### src/rtl/axis_io.sv
// AXI-Stream style channel bundle carrying one raw sample word per beat.
// Latency: none; this is only a wiring bundle.
// Backpressure: the Source holds tvalid/tdata until the Sink raises tready.
interface axis_io #(
  parameter int DATA_WIDTH = 16
) ();
  logic [DATA_WIDTH-1:0] tdata;
  logic                  tvalid;
  logic                  tready;

  modport Source (output tdata, output tvalid, input tready);
  modport Sink   (input tdata, input tvalid, output tready);
endinterface

### src/rtl/xadc_drp_scheduler.sv
// XADC DRP scheduler: reads voltage then current per end-of-sequence and interleaves host cfg accesses.
// Latency: eos edge -> voltage den next cycle; drdy edge -> next den / push / ack next cycle.
// Backpressure: a sample arriving at a stalled channel overwrites it and bumps a saturating drop count.
module xadc_drp_scheduler #(
  parameter logic [6:0] VOLTAGE_ADDR = 7'h1C,
  parameter logic [6:0] CURRENT_ADDR = 7'h14,
  parameter int         DRP_TIMEOUT  = 63
) (
  input  logic        xadc_dclk,
  input  logic        xadc_reset,
  input  logic        xadc_eos,
  output logic [6:0]  xadc_daddr,
  output logic        xadc_den,
  output logic        xadc_dwe,
  output logic [15:0] xadc_di,
  input  logic        xadc_drdy,
  input  logic [15:0] xadc_do,
  input  logic        cfg_req,
  input  logic        cfg_we,
  input  logic [6:0]  cfg_addr,
  input  logic [15:0] cfg_wdata,
  output logic        cfg_ack,
  output logic [15:0] cfg_rdata,
  axis_io.Source      voltage_channel,
  axis_io.Source      current_monitor_channel,
  output logic [7:0]  drop_count,
  output logic        timeout_err
);

  typedef enum logic [2:0] {
    IDLE, RD_V_ISSUE, RD_V_WAIT, RD_I_ISSUE, RD_I_WAIT, CFG_ISSUE, CFG_WAIT
  } state_t;

  localparam int          CW      = $clog2(DRP_TIMEOUT + 1);
  localparam logic [CW-1:0] TO_LAST = CW'(DRP_TIMEOUT - 1);

  state_t        state_q;
  logic [6:0]    daddr_q;
  logic          den_q, dwe_q, cfg_ack_q, cfg_wr_q;
  logic [15:0]   di_q, cfg_rdata_q;
  logic          eos_pending_q, last_was_seq_q, timeout_err_q;
  logic [CW-1:0] wait_cnt_q;
  logic [15:0]   v_tdata_q, i_tdata_q;
  logic          v_tvalid_q, i_tvalid_q;
  logic [7:0]    drop_q;

  logic in_wait, wait_hit, wait_to, wait_exit, eos_seen, cfg_live, push_v, push_i, drop_hit;

  // drdy only counts inside a WAIT state; the wait spans exactly DRP_TIMEOUT cycles before giving up
  assign in_wait   = (state_q == RD_V_WAIT) || (state_q == RD_I_WAIT) || (state_q == CFG_WAIT);
  assign wait_hit  = in_wait && xadc_drdy;
  assign wait_to   = in_wait && !xadc_drdy && (wait_cnt_q == TO_LAST);
  assign wait_exit = wait_hit || wait_to;
  // An eos on this very edge counts as pending so the voltage den follows it by one cycle
  assign eos_seen  = eos_pending_q || xadc_eos;
  // The host still holds cfg_req during the ack cycle; that request is already served
  assign cfg_live  = cfg_req && !cfg_ack_q;
  assign push_v    = (state_q == RD_V_WAIT) && xadc_drdy;
  assign push_i    = (state_q == RD_I_WAIT) && xadc_drdy;
  assign drop_hit  = (push_v && v_tvalid_q && !voltage_channel.tready) ||
                     (push_i && i_tvalid_q && !current_monitor_channel.tready);

  // Scheduler FSM with registered DRP strobes, cfg handshake, eos bookkeeping and wait timer
  always_ff @(posedge xadc_dclk or posedge xadc_reset) begin
    if (xadc_reset) begin
      state_q        <= IDLE;
      daddr_q        <= '0;
      den_q          <= 1'b0;
      dwe_q          <= 1'b0;
      di_q           <= '0;
      cfg_ack_q      <= 1'b0;
      cfg_wr_q       <= 1'b0;
      cfg_rdata_q    <= '0;
      eos_pending_q  <= 1'b0;
      last_was_seq_q <= 1'b0;
      timeout_err_q  <= 1'b0;
      wait_cnt_q     <= '0;
    end else begin
      den_q     <= 1'b0;
      dwe_q     <= 1'b0;
      di_q      <= '0;
      daddr_q   <= '0;
      cfg_ack_q <= 1'b0;
      if (xadc_eos) eos_pending_q <= 1'b1;
      if (in_wait) wait_cnt_q <= wait_exit ? '0 : wait_cnt_q + 1'b1;
      if (wait_to) timeout_err_q <= 1'b1;
      case (state_q)
        IDLE: begin
          if (eos_seen && !(cfg_live && last_was_seq_q)) begin
            state_q <= RD_V_ISSUE;
            den_q   <= 1'b1;
            daddr_q <= VOLTAGE_ADDR;
          end else if (cfg_live) begin
            state_q  <= CFG_ISSUE;
            den_q    <= 1'b1;
            daddr_q  <= cfg_addr;
            dwe_q    <= cfg_we;
            di_q     <= cfg_wdata;
            cfg_wr_q <= cfg_we;
          end
        end
        RD_V_ISSUE: begin
          state_q <= RD_V_WAIT;
          if (!xadc_eos) eos_pending_q <= 1'b0;
        end
        RD_V_WAIT: begin
          if (wait_exit) begin
            state_q <= RD_I_ISSUE;
            den_q   <= 1'b1;
            daddr_q <= CURRENT_ADDR;
          end
        end
        RD_I_ISSUE: state_q <= RD_I_WAIT;
        RD_I_WAIT: begin
          if (wait_exit) begin
            state_q        <= IDLE;
            last_was_seq_q <= 1'b1;
          end
        end
        CFG_ISSUE: state_q <= CFG_WAIT;
        CFG_WAIT: begin
          if (wait_exit) begin
            state_q        <= IDLE;
            last_was_seq_q <= 1'b0;
            cfg_ack_q      <= 1'b1;
            if (wait_to)        cfg_rdata_q <= 16'hFFFF;
            else if (!cfg_wr_q) cfg_rdata_q <= xadc_do;
          end
        end
        default: state_q <= IDLE;
      endcase
    end
  end

  // Single-entry output registers per channel; a push into a stalled entry overwrites and is counted
  always_ff @(posedge xadc_dclk or posedge xadc_reset) begin
    if (xadc_reset) begin
      v_tdata_q  <= '0;
      v_tvalid_q <= 1'b0;
      i_tdata_q  <= '0;
      i_tvalid_q <= 1'b0;
      drop_q     <= '0;
    end else begin
      if (push_v) begin
        v_tdata_q  <= xadc_do;
        v_tvalid_q <= 1'b1;
      end else if (v_tvalid_q && voltage_channel.tready) begin
        v_tvalid_q <= 1'b0;
      end
      if (push_i) begin
        i_tdata_q  <= xadc_do;
        i_tvalid_q <= 1'b1;
      end else if (i_tvalid_q && current_monitor_channel.tready) begin
        i_tvalid_q <= 1'b0;
      end
      if (drop_hit && (drop_q != 8'hFF)) drop_q <= drop_q + 1'b1;
    end
  end

  assign xadc_daddr                     = daddr_q;
  assign xadc_den                       = den_q;
  assign xadc_dwe                       = dwe_q;
  assign xadc_di                        = di_q;
  assign cfg_ack                        = cfg_ack_q;
  assign cfg_rdata                      = cfg_rdata_q;
  assign voltage_channel.tdata          = v_tdata_q;
  assign voltage_channel.tvalid         = v_tvalid_q;
  assign current_monitor_channel.tdata  = i_tdata_q;
  assign current_monitor_channel.tvalid = i_tvalid_q;
  assign drop_count                     = drop_q;
  assign timeout_err                    = timeout_err_q;

endmodule

### src/flat_wrapper.sv
// flat-port wrapper written by rule: the top's interface ports become plain ports
module xadc_drp_scheduler_flat 
#(
  parameter logic [6:0] VOLTAGE_ADDR = 7'h1C,
  parameter logic [6:0] CURRENT_ADDR = 7'h14,
  parameter int         DRP_TIMEOUT  = 63
)
  (xadc_dclk, xadc_reset, xadc_eos, xadc_daddr, xadc_den, xadc_dwe, xadc_di, xadc_drdy, xadc_do, cfg_req, cfg_we, cfg_addr, cfg_wdata, cfg_ack, cfg_rdata, drop_count, timeout_err, voltage_channel_tdata, voltage_channel_tvalid, voltage_channel_tready, current_monitor_channel_tdata, current_monitor_channel_tvalid, current_monitor_channel_tready);
  axis_io #(.DATA_WIDTH(16)) voltage_channel_i ();
  axis_io #(.DATA_WIDTH(16)) current_monitor_channel_i ();
  input  logic xadc_dclk;
  input  logic xadc_reset;
  input  logic xadc_eos;
  output logic [6:0] xadc_daddr;
  output logic xadc_den;
  output logic xadc_dwe;
  output logic [15:0] xadc_di;
  input  logic xadc_drdy;
  input  logic [15:0] xadc_do;
  input  logic cfg_req;
  input  logic cfg_we;
  input  logic [6:0] cfg_addr;
  input  logic [15:0] cfg_wdata;
  output logic cfg_ack;
  output logic [15:0] cfg_rdata;
  output logic [7:0] drop_count;
  output logic timeout_err;
  output wire logic [$bits(voltage_channel_i.tdata)-1:0] voltage_channel_tdata;
  output wire logic [$bits(voltage_channel_i.tvalid)-1:0] voltage_channel_tvalid;
  input wire logic [$bits(voltage_channel_i.tready)-1:0] voltage_channel_tready;
  output wire logic [$bits(current_monitor_channel_i.tdata)-1:0] current_monitor_channel_tdata;
  output wire logic [$bits(current_monitor_channel_i.tvalid)-1:0] current_monitor_channel_tvalid;
  input wire logic [$bits(current_monitor_channel_i.tready)-1:0] current_monitor_channel_tready;
  assign voltage_channel_tdata = voltage_channel_i.tdata;
  assign voltage_channel_tvalid = voltage_channel_i.tvalid;
  assign voltage_channel_i.tready = voltage_channel_tready;
  assign current_monitor_channel_tdata = current_monitor_channel_i.tdata;
  assign current_monitor_channel_tvalid = current_monitor_channel_i.tvalid;
  assign current_monitor_channel_i.tready = current_monitor_channel_tready;
  xadc_drp_scheduler #(.VOLTAGE_ADDR(VOLTAGE_ADDR), .CURRENT_ADDR(CURRENT_ADDR), .DRP_TIMEOUT(DRP_TIMEOUT)) u_core (.xadc_dclk(xadc_dclk), .xadc_reset(xadc_reset), .xadc_eos(xadc_eos), .xadc_daddr(xadc_daddr), .xadc_den(xadc_den), .xadc_dwe(xadc_dwe), .xadc_di(xadc_di), .xadc_drdy(xadc_drdy), .xadc_do(xadc_do), .cfg_req(cfg_req), .cfg_we(cfg_we), .cfg_addr(cfg_addr), .cfg_wdata(cfg_wdata), .cfg_ack(cfg_ack), .cfg_rdata(cfg_rdata), .voltage_channel(voltage_channel_i), .current_monitor_channel(current_monitor_channel_i), .drop_count(drop_count), .timeout_err(timeout_err));
endmodule
### config.mk
export PLATFORM = sky130hd
export DESIGN_NAME = xadc_drp_scheduler_flat
export DESIGN_NICKNAME = d
export VERILOG_FILES = /design/src/rtl/axis_io.sv /design/src/rtl/xadc_drp_scheduler.sv /design/src/flat_wrapper.sv
export SDC_FILE = /design/constraint.sdc
export NUM_CORES = 1
export LEC_CHECK = 0
export CORE_MARGIN = 10
export CORE_UTILIZATION = 35
export CTS_CLUSTER_DIAMETER = 50
export DETAILED_ROUTE_END_ITERATION = 10
export SLEW_MARGIN = 5
export SYNTH_ARGS = -nofsm -noshare
export SYNTH_HDL_FRONTEND = slang
export SYNTH_SLANG_ARGS = --single-unit
### constraint.sdc
create_clock -name xadc_dclk -period 7.05 [get_ports xadc_dclk]
set_clock_uncertainty 0.05 [all_clocks]
set_input_delay 1.0575 -clock xadc_dclk [delete_from_list [all_inputs] [get_ports xadc_dclk]]
set_output_delay 1.0575 -clock xadc_dclk [all_outputs]
set_load 0.01 [all_outputs]
==> results of run 1 <==
registers in the layout (all words and copies together), names as in the netlist:
register,cells
u_core.voltage_channel.tvalid,1
u_core.current_monitor_channel.tdata,16
u_core.xadc_daddr,7
u_core.current_monitor_channel.tvalid,1
u_core.wait_cnt_q,6
u_core.state_q,3
u_core.cfg_rdata,16
u_core.timeout_err,1
u_core.cfg_ack,1
u_core.eos_pending_q,1
u_core.xadc_di,16
u_core.xadc_dwe,1
u_core.xadc_den,1
u_core.last_was_seq_q,1
u_core.drop_count,8
u_core.cfg_wr_q,1
u_core.voltage_channel.tdata,16
Yosys cell counts (2+ instances only):
master and n:
nor3_1 2, ha_1 3, o21ai_0 6, clkbuf_1 4
a21oi_1 4, and4_1 2, or4_1 2, and2_1 22
nor2_1 4, mux2_2 35, buf_2 5, o22a_1 16
a31oi_1 2, nand4_1 4, a21o_1 5, xnor2_1 5
nand2_1 8, nand2b_1 4, and3_1 3, o21a_1 2
nor2b_1 4, dfrtp_1 97, inv_1 7, o21bai_1 2
nor4_1 2, nand3_1 4, or2_2 2
cell families after synthesis:
group                    Yosys count  share of synthesized area, %
multiplexers                      36                          10.8
adder cells (fa/ha/maj)            3                         0.989
buffers and inverters             19                          2.34
XOR/XNOR                           6                          1.38
flip-flops                        97                          63.9
AND/OR/NAND/NOR                   67                          10.7
AO/OA/AOI/OAI                     48                          9.89
metrics by stage:
stage / hold WS, ps / utilization [%] / instance area, um^2
CTS: 445 / 52.0 / 5440
global placement: 414 / 50.0 / 5240
detailed placement: 418 / 50.0 / 5240
global route: 464 / 52.0 / 5440
finish: 440 / 52.0 / 5440
floorplan: 421 / - / 3800
report_power, final:
part	internal [mW]	leakage (nW)	switching [mW]	total [mW]
clock	0.177	0.100	0.195	0.372
sequential	0.752	1.22	0.133	0.885
combinational	0.491	1.00	0.327	0.817
critical path: cells and delay by family:
family          cells  cell delay [ps]
simple gates        2              810
buf+inv             1              600
compound gates      1              360
mux                 1              290
how the worst max path moves through the flow:
| stage | start | end | slack [ps] | depth (start not counted) |
|---|---|---|---|---|
| after detailed placement | xadc_drdy | u_core.drop_count[1] | 3730 | 5 |
| after CTS | xadc_drdy | u_core.drop_count[1] | 4120 | 5 |
| after global placement | xadc_drdy | u_core.drop_count[1] | 3770 | 5 |
| after global routing | xadc_drdy | u_core.drop_count[1] | 4030 | 5 |
| after floorplan | xadc_reset | u_core.cfg_ack | 3410 | 1 |
| final | xadc_drdy | u_core.drop_count[1] | 4120 | 5 |
metal layers:
| layer | vias up | GRT usage [%] | wire (um) | share of wire, % |
|---|---|---|---|---|
| li1 | 1245 | - | - | - |
| met2 | 97 | 18.6 | 4480 | 46 |
| met1 | 1315 | 15.6 | 4220 | 44 |
| met5 | - | 0 | 0 | 0 |
| met4 | 0 | 3.88 | 85 | 0.88 |
| met3 | 9 | 3.94 | 877 | 9.1 |
layout make-up:
class | instances | area (um^2) | area share [%]
Multi-Input combinational cell | 160 | 1280 | 23.6
Clock buffer | 11 | 141 | 2.60
Clock inverter | 5 | 63.8 | 1.17
Sequential cell | 97 | 2430 | 44.6
Inverter | 7 | 28.8 | 0.529
Tap cell | 136 | 170 | 3.13
Timing Repair Buffer | 133 | 1330 | 24.4
==> summary.txt, run 1 <==
Clock tree
  – CTS tree: done
  – Post-CTS Resized: 0
  – Clock Pin Slew Worst Setup and Hold Paths: 100 ps
  – Cts bufs inserted: 9
  – Buffers inserted by post-CTS timing repair: 0
  – Clk buf depth: 2
  – H-tree depth: 3
  – Clock sink total: 97
  – Latest clock arrival within the worst-skew pair: 350 ps
  – Clock root buffer: clkbuf_8
  – Hold buffer count at cts: 0

Run
  – MaxCap Viol Count: 0

Worst hold path
  – Hold path depth: 1
  – Min-delay worst type: register to register
  – HP Start: u_core.timeout_err
  – WHS Endpoint: u_core.timeout_err

Detailed routing
  – DRT Pass-1 Iters: 4
  – Vias: 2666
  – Routed len/inst: 17.6 um
  – Total Routed Length: 9.65 mm
  – Final routed DRC violation total: 0
  – Vias per cell: 4.86
  – Antenna viol nets, final: 0
  – Initial DRC Count: 177

Floorplan
  – # rows: 37
  – Core ar.: 0.0105 mm^2
  – Initial Util: 36.3%
  – Die width: 124 um
  – I/O pin count: 132
  – Chip height: 124 um
  – DIE AREA: 0.0154 mm^2

Critical path
  – CP Capture Type: register
  – Crit path largest cell delay: 620 ps
  – Reg-to-reg setup timing slack: 4800 ps
  – Arr. time, crit path: 3120 ps
  – R2R depth: 4
  – Setup CP Type: primary input to register
  – R2r endpoint: u_core.drop_count[1]
  – Startpoint type of the worst setup path: primary input
  – Reg-to-Reg Start: u_core.state_q[0]
  – Critical path peak fanout: 18
  – Crit-path cells: clkdlybuf4s50_1 > and4bb_2 > a32o_2 > and2_4 > mux2_4
  – Worst Path Required: 7240 ps
  – CP max-delay cell: and4bb_2

Final layout
  – # nets final: 458
  – Layout cells sized above 1: 15.0%
  – N_diodes: 0
  – Area Overhead vs Synth: 43.3%
  – Commonest non-fill, non-tap cell in the layout: clkdlybuf4s50_1
  – Fillers: 927
  – Cell Count, Final, Fillers Out: 549
  – Most frequent cells in the layout: 131 x clkdlybuf4s50_1, 97 x dfrtp_1, 35 x mux2_2

Timing
  – Final setup viols: 0
  – Fmax: 341 MHz
  – Final hold violation count: 0
  – Post-layout min period: 2930 ps
  – Final worst slack: 4120 ps
  – RSZ-0062 raised after global routing: false
  – Least-Margin Pin Slew: 960 ps
  – Slew margin rel.: 36.0%
  – Slew Limit Fails: 0
  – Setup TNS: 0 ps
  – Period utilization: 41.6%

Logic synthesis
  – EDFF count, synth: 0
  – Synth area leaders: dfrtp_1 64%, mux2_2 10%, o22a_1 3.7%
  – Total nets after synthesis: 326
  – Post-synth top area share: 63.9%
  – Register area share after synthesis: 63.9%
  – Top FF cell, synth: dfrtp_1
  – Dominant cell type by area after synthesis: dfrtp_1
  – Post-synth cell types: 47
  – Avg Inst Size Synth: 13.8 um^2
  – Asr flop ratio synth: 100%
  – Mapped Cells: 276
  – YS warnings: 0
  – Yosys reg bits: 97
  – Synth Cell Area: 0.00380 mm^2

GRT
  – Vias in the first global route: 2639
  – Initial antenna violation count: 0
  – First-pass GRT wire length: 14.4 mm
  – Grt total ovfl: 0
  – Pin count of the biggest net entering global routing: 58
  – Total track usage: 12.0%

Pwr
  – Leakage: 2.32 nW
  – Worst vdd ir: 0.188 mV
  – Final Power: 2.07 mW
  – Pwr dens: 381 mW/mm^2

Placement
  – Dpl ws: 3730 ps
  – Dpl cells: 533
  – DP HPWL: 7.12 mm
  – Routability Congestion: 0.786
  – I/O Buffers: 131

Run status
  – Outcome: complete, no violations
(Power assumes the default switching activity.)
==> run 2: changes to the inputs <==
--- a/config.mk
+++ b/config.mk
@@ -9,6 +9,7 @@
 export CORE_UTILIZATION = 35
 export CTS_CLUSTER_DIAMETER = 50
 export DETAILED_ROUTE_END_ITERATION = 10
+export PLACE_DENSITY = 0.67
 export SLEW_MARGIN = 5
 export SYNTH_ARGS = -nofsm -noshare
 export SYNTH_HDL_FRONTEND = slang
==> constraint.sdc (replaced) <==
create_clock -name xadc_dclk -period 2.52 [get_ports xadc_dclk]
set_clock_uncertainty 0.05 [all_clocks]
set_input_delay 0.378 -clock xadc_dclk [delete_from_list [all_inputs] [get_ports xadc_dclk]]
set_output_delay 0.378 -clock xadc_dclk [all_outputs]
set_load 0.01 [all_outputs]
==> run 2 against run 1 <==
Die area stayed put. Non-clock buffer count increased by 4. Clock power grew to 2.7 times the previous value. Register-to-register slack worse by 4100 ps. Sequential share of layout area decreased by 0.48 points. Core utilization grew 0.56 points. Worst hold slack got worse by 31 ps. Highest routed layer unchanged.
==> summary.txt, run 2 (same netlist as run 1, synthesis figures left out) <==
Timing
  – Period utilization: 74.0%
  – RSZ-0062 raised after global routing: false (unchanged)
  – Hold Slack: 409 ps (was 440 ps)
  – Least-Margin Pin Slew: 658 ps (was 960 ps)
  – Post-layout min period: 1860 ps
  – Final setup viols: 0 (unchanged)
  – Final hold violation count: 0 (unchanged)
  – Setup TNS: 0 ps (unchanged)
  – Slew Limit Fails: 0 (unchanged)
  – Fmax: 536 MHz
  – Slew margin rel.: 56.0% (was 36.0%)

Clock tree
  – H-tree depth: 3 (unchanged)
  – Clock Pin Slew Worst Setup and Hold Paths: 110 ps (was 100 ps)
  – Clock sink total: 97 (unchanged)
  – Clock root buffer: clkbuf_8 (unchanged)
  – CTS tree: done (unchanged)
  – Post-CTS Resized: 0 (unchanged)
  – Latest clock arrival within the worst-skew pair: 350 ps (about the same)
  – Hold buffer count at cts: 0 (unchanged)
  – Cts bufs inserted: 9 (unchanged)
  – Clk buf depth: 2 (unchanged)
  – Buffers inserted by post-CTS timing repair: 0 (unchanged)

Floorplan
  – Die width: 124 um (unchanged)
  – # rows: 37 (unchanged)
  – DIE AREA: 0.0154 mm^2 (unchanged)
  – I/O pin count: 132 (unchanged)
  – Core ar.: 0.0105 mm^2 (unchanged)
  – Initial Util: 36.3% (unchanged)
  – Chip height: 124 um (unchanged)

Detailed routing
  – Routed len/inst: 18.0 um (was 17.6 um)
  – Total Routed Length: 9.94 mm (was 9.65 mm)
  – Vias: 2706 (was 2666)
  – DRT Pass-1 Iters: 4 (unchanged)
  – Vias per cell: 4.89 (was 4.86)
  – Initial DRC Count: 141 (was 177)
  – Final routed DRC violation total: 0 (unchanged)
  – Antenna viol nets, final: 0 (unchanged)

Pwr
  – Clk pwr share: 17.3% (was 17.9%)
  – Seq pwr share: 42.9% (was 42.7%)
  – Worst vdd ir: 0.474 mV (was 0.188 mV)
  – Pwr dens: 1050 mW/mm^2 (was 381 mW/mm^2)
  – Leakage: 2.35 nW (was 2.32 nW)
  – Cell-internal power: 3.91 mW (was 1.42 mW)
  – Switching Fraction: 32.5% (was 31.6%)
  – Gate power share: 39.9% (was 39.4%)
  – Final Power: 5.79 mW (was 2.07 mW)
  – Sw Pwr: 1.88 mW (was 655 uW)

Worst hold path
  – Min-delay worst type: primary input to asynchronous set/reset pin (was register to register)

Final layout
  – Commonest non-fill, non-tap cell in the layout: clkdlybuf4s50_1 (unchanged)
  – N_diodes: 0 (unchanged)
  – Post-route cell area: 0.00550 mm^2 (was 0.00544 mm^2)
  – Layout cells sized above 1: 16.1% (was 15.0%)
  – # nets final: 462 (was 458)
  – Util after Layout: 52.6% (was 52.0%)
  – Fillers: 918 (was 927)
  – Most frequent cells in the layout: 131 x clkdlybuf4s50_1, 97 x dfrtp_1, 35 x mux2_2 (unchanged)
  – Area Overhead vs Synth: 44.9% (was 43.3%)

Critical path
  – Worst Path Required: 2770 ps (was 7240 ps)
  – CP Capture Type: register (unchanged)
  – Critical path peak fanout: 14 (was 18)
  – Arr. time, crit path: 2120 ps (was 3120 ps)
  – Setup CP Type: register to register (was primary input to register)
  – Startpoint type of the worst setup path: register (was primary input)
  – Reg-to-reg setup timing slack: 660 ps (was 4800 ps)

GRT
  – Grt total ovfl: 0 (unchanged)
  – Pin count of the biggest net entering global routing: 42 (was 58)
  – First-pass GRT wire length: 15.5 mm (was 14.4 mm)
  – Vias in the first global route: 2835 (was 2639)
  – Initial antenna violation count: 0 (unchanged)
  – Total track usage: 12.8% (was 12.0%)

Placement
  – I/O Buffers: 131 (unchanged)
  – Placement Cell Area: 0.00531 mm^2 (was 0.00524 mm^2)
  – Routability Congestion: 0.790 (was 0.786)
  – DP HPWL: 7.47 mm (was 7.12 mm)

Run
  – MaxCap Viol Count: 0 (unchanged)

Run status
  – Outcome: complete, no violations (unchanged)
==> run 2: layout make-up <==
cell class	count	area, um^2	area share (%)
Sequential cell	97	2430	44.1
Timing Repair Buffer	137	1390	25.3
Multi-Input combinational cell	160	1280	23.3
Tap cell	136	170	3.09
Clock buffer	10	138	2.50
Clock inverter	6	57.6	1.05
Inverter	7	30.0	0.546
==> run 2: final timing paths <==
check / startpoint / end / cells past startpoint
worst max-delay path: u_core.state_q[0] / u_core.wait_cnt_q[5] / 4
worst min-delay path: xadc_reset / u_core.timeout_err / 2
worst max register to register: u_core.state_q[0] / u_core.wait_cnt_q[5] / 4
worst min register to register: u_core.timeout_err / u_core.timeout_err / 1
max in group asynchronous: xadc_reset / u_core.current_monitor_channel.tdata[5] / 3
min in group xadc_dclk: u_core.timeout_err / u_core.timeout_err / 1
==> run 2: metrics by stage <==
stage | setup slack (ps) | std cells
2_1_floorplan | 784 | 276
3_3_place_gp | 359 | 537
3_5_place_dp | 364 | 537
4_1_cts | 662 | 553
5_1_grt | 523 | 553
6_report | 655 | 553
==> run 2: worst max-delay path, cell delays in order (launching register included) <==
cell	delay (ps)
dfrtp_1	550
o21bai_1	390
or4_1	570
a21oi_1	150
a21o_1	100
==> run 2: power by group through the flow <==
stage / clock (mW) / sequential [mW] / combinational (mW)
final: 0.999 / 2.48 / 2.31
after global routing: 1.10 / 2.56 / 2.51
after CTS: 1.03 / 2.48 / 2.36
after detailed placement: 0 / 2.51 / 2.35
after global placement: 0 / 2.51 / 2.29
after floorplan: 0 / 2.64 / 0.892
==> run 2: per-layer routing <==
metal / GRT usage, % / routed length (um) / share of wire [%]
met1: 16.5 / 4530 / 46
met5: 0 / 0 / 0
met2: 19.5 / 4370 / 44
met3: 4.80 / 1010 / 10
met4: 4.10 / 31 / 0.31
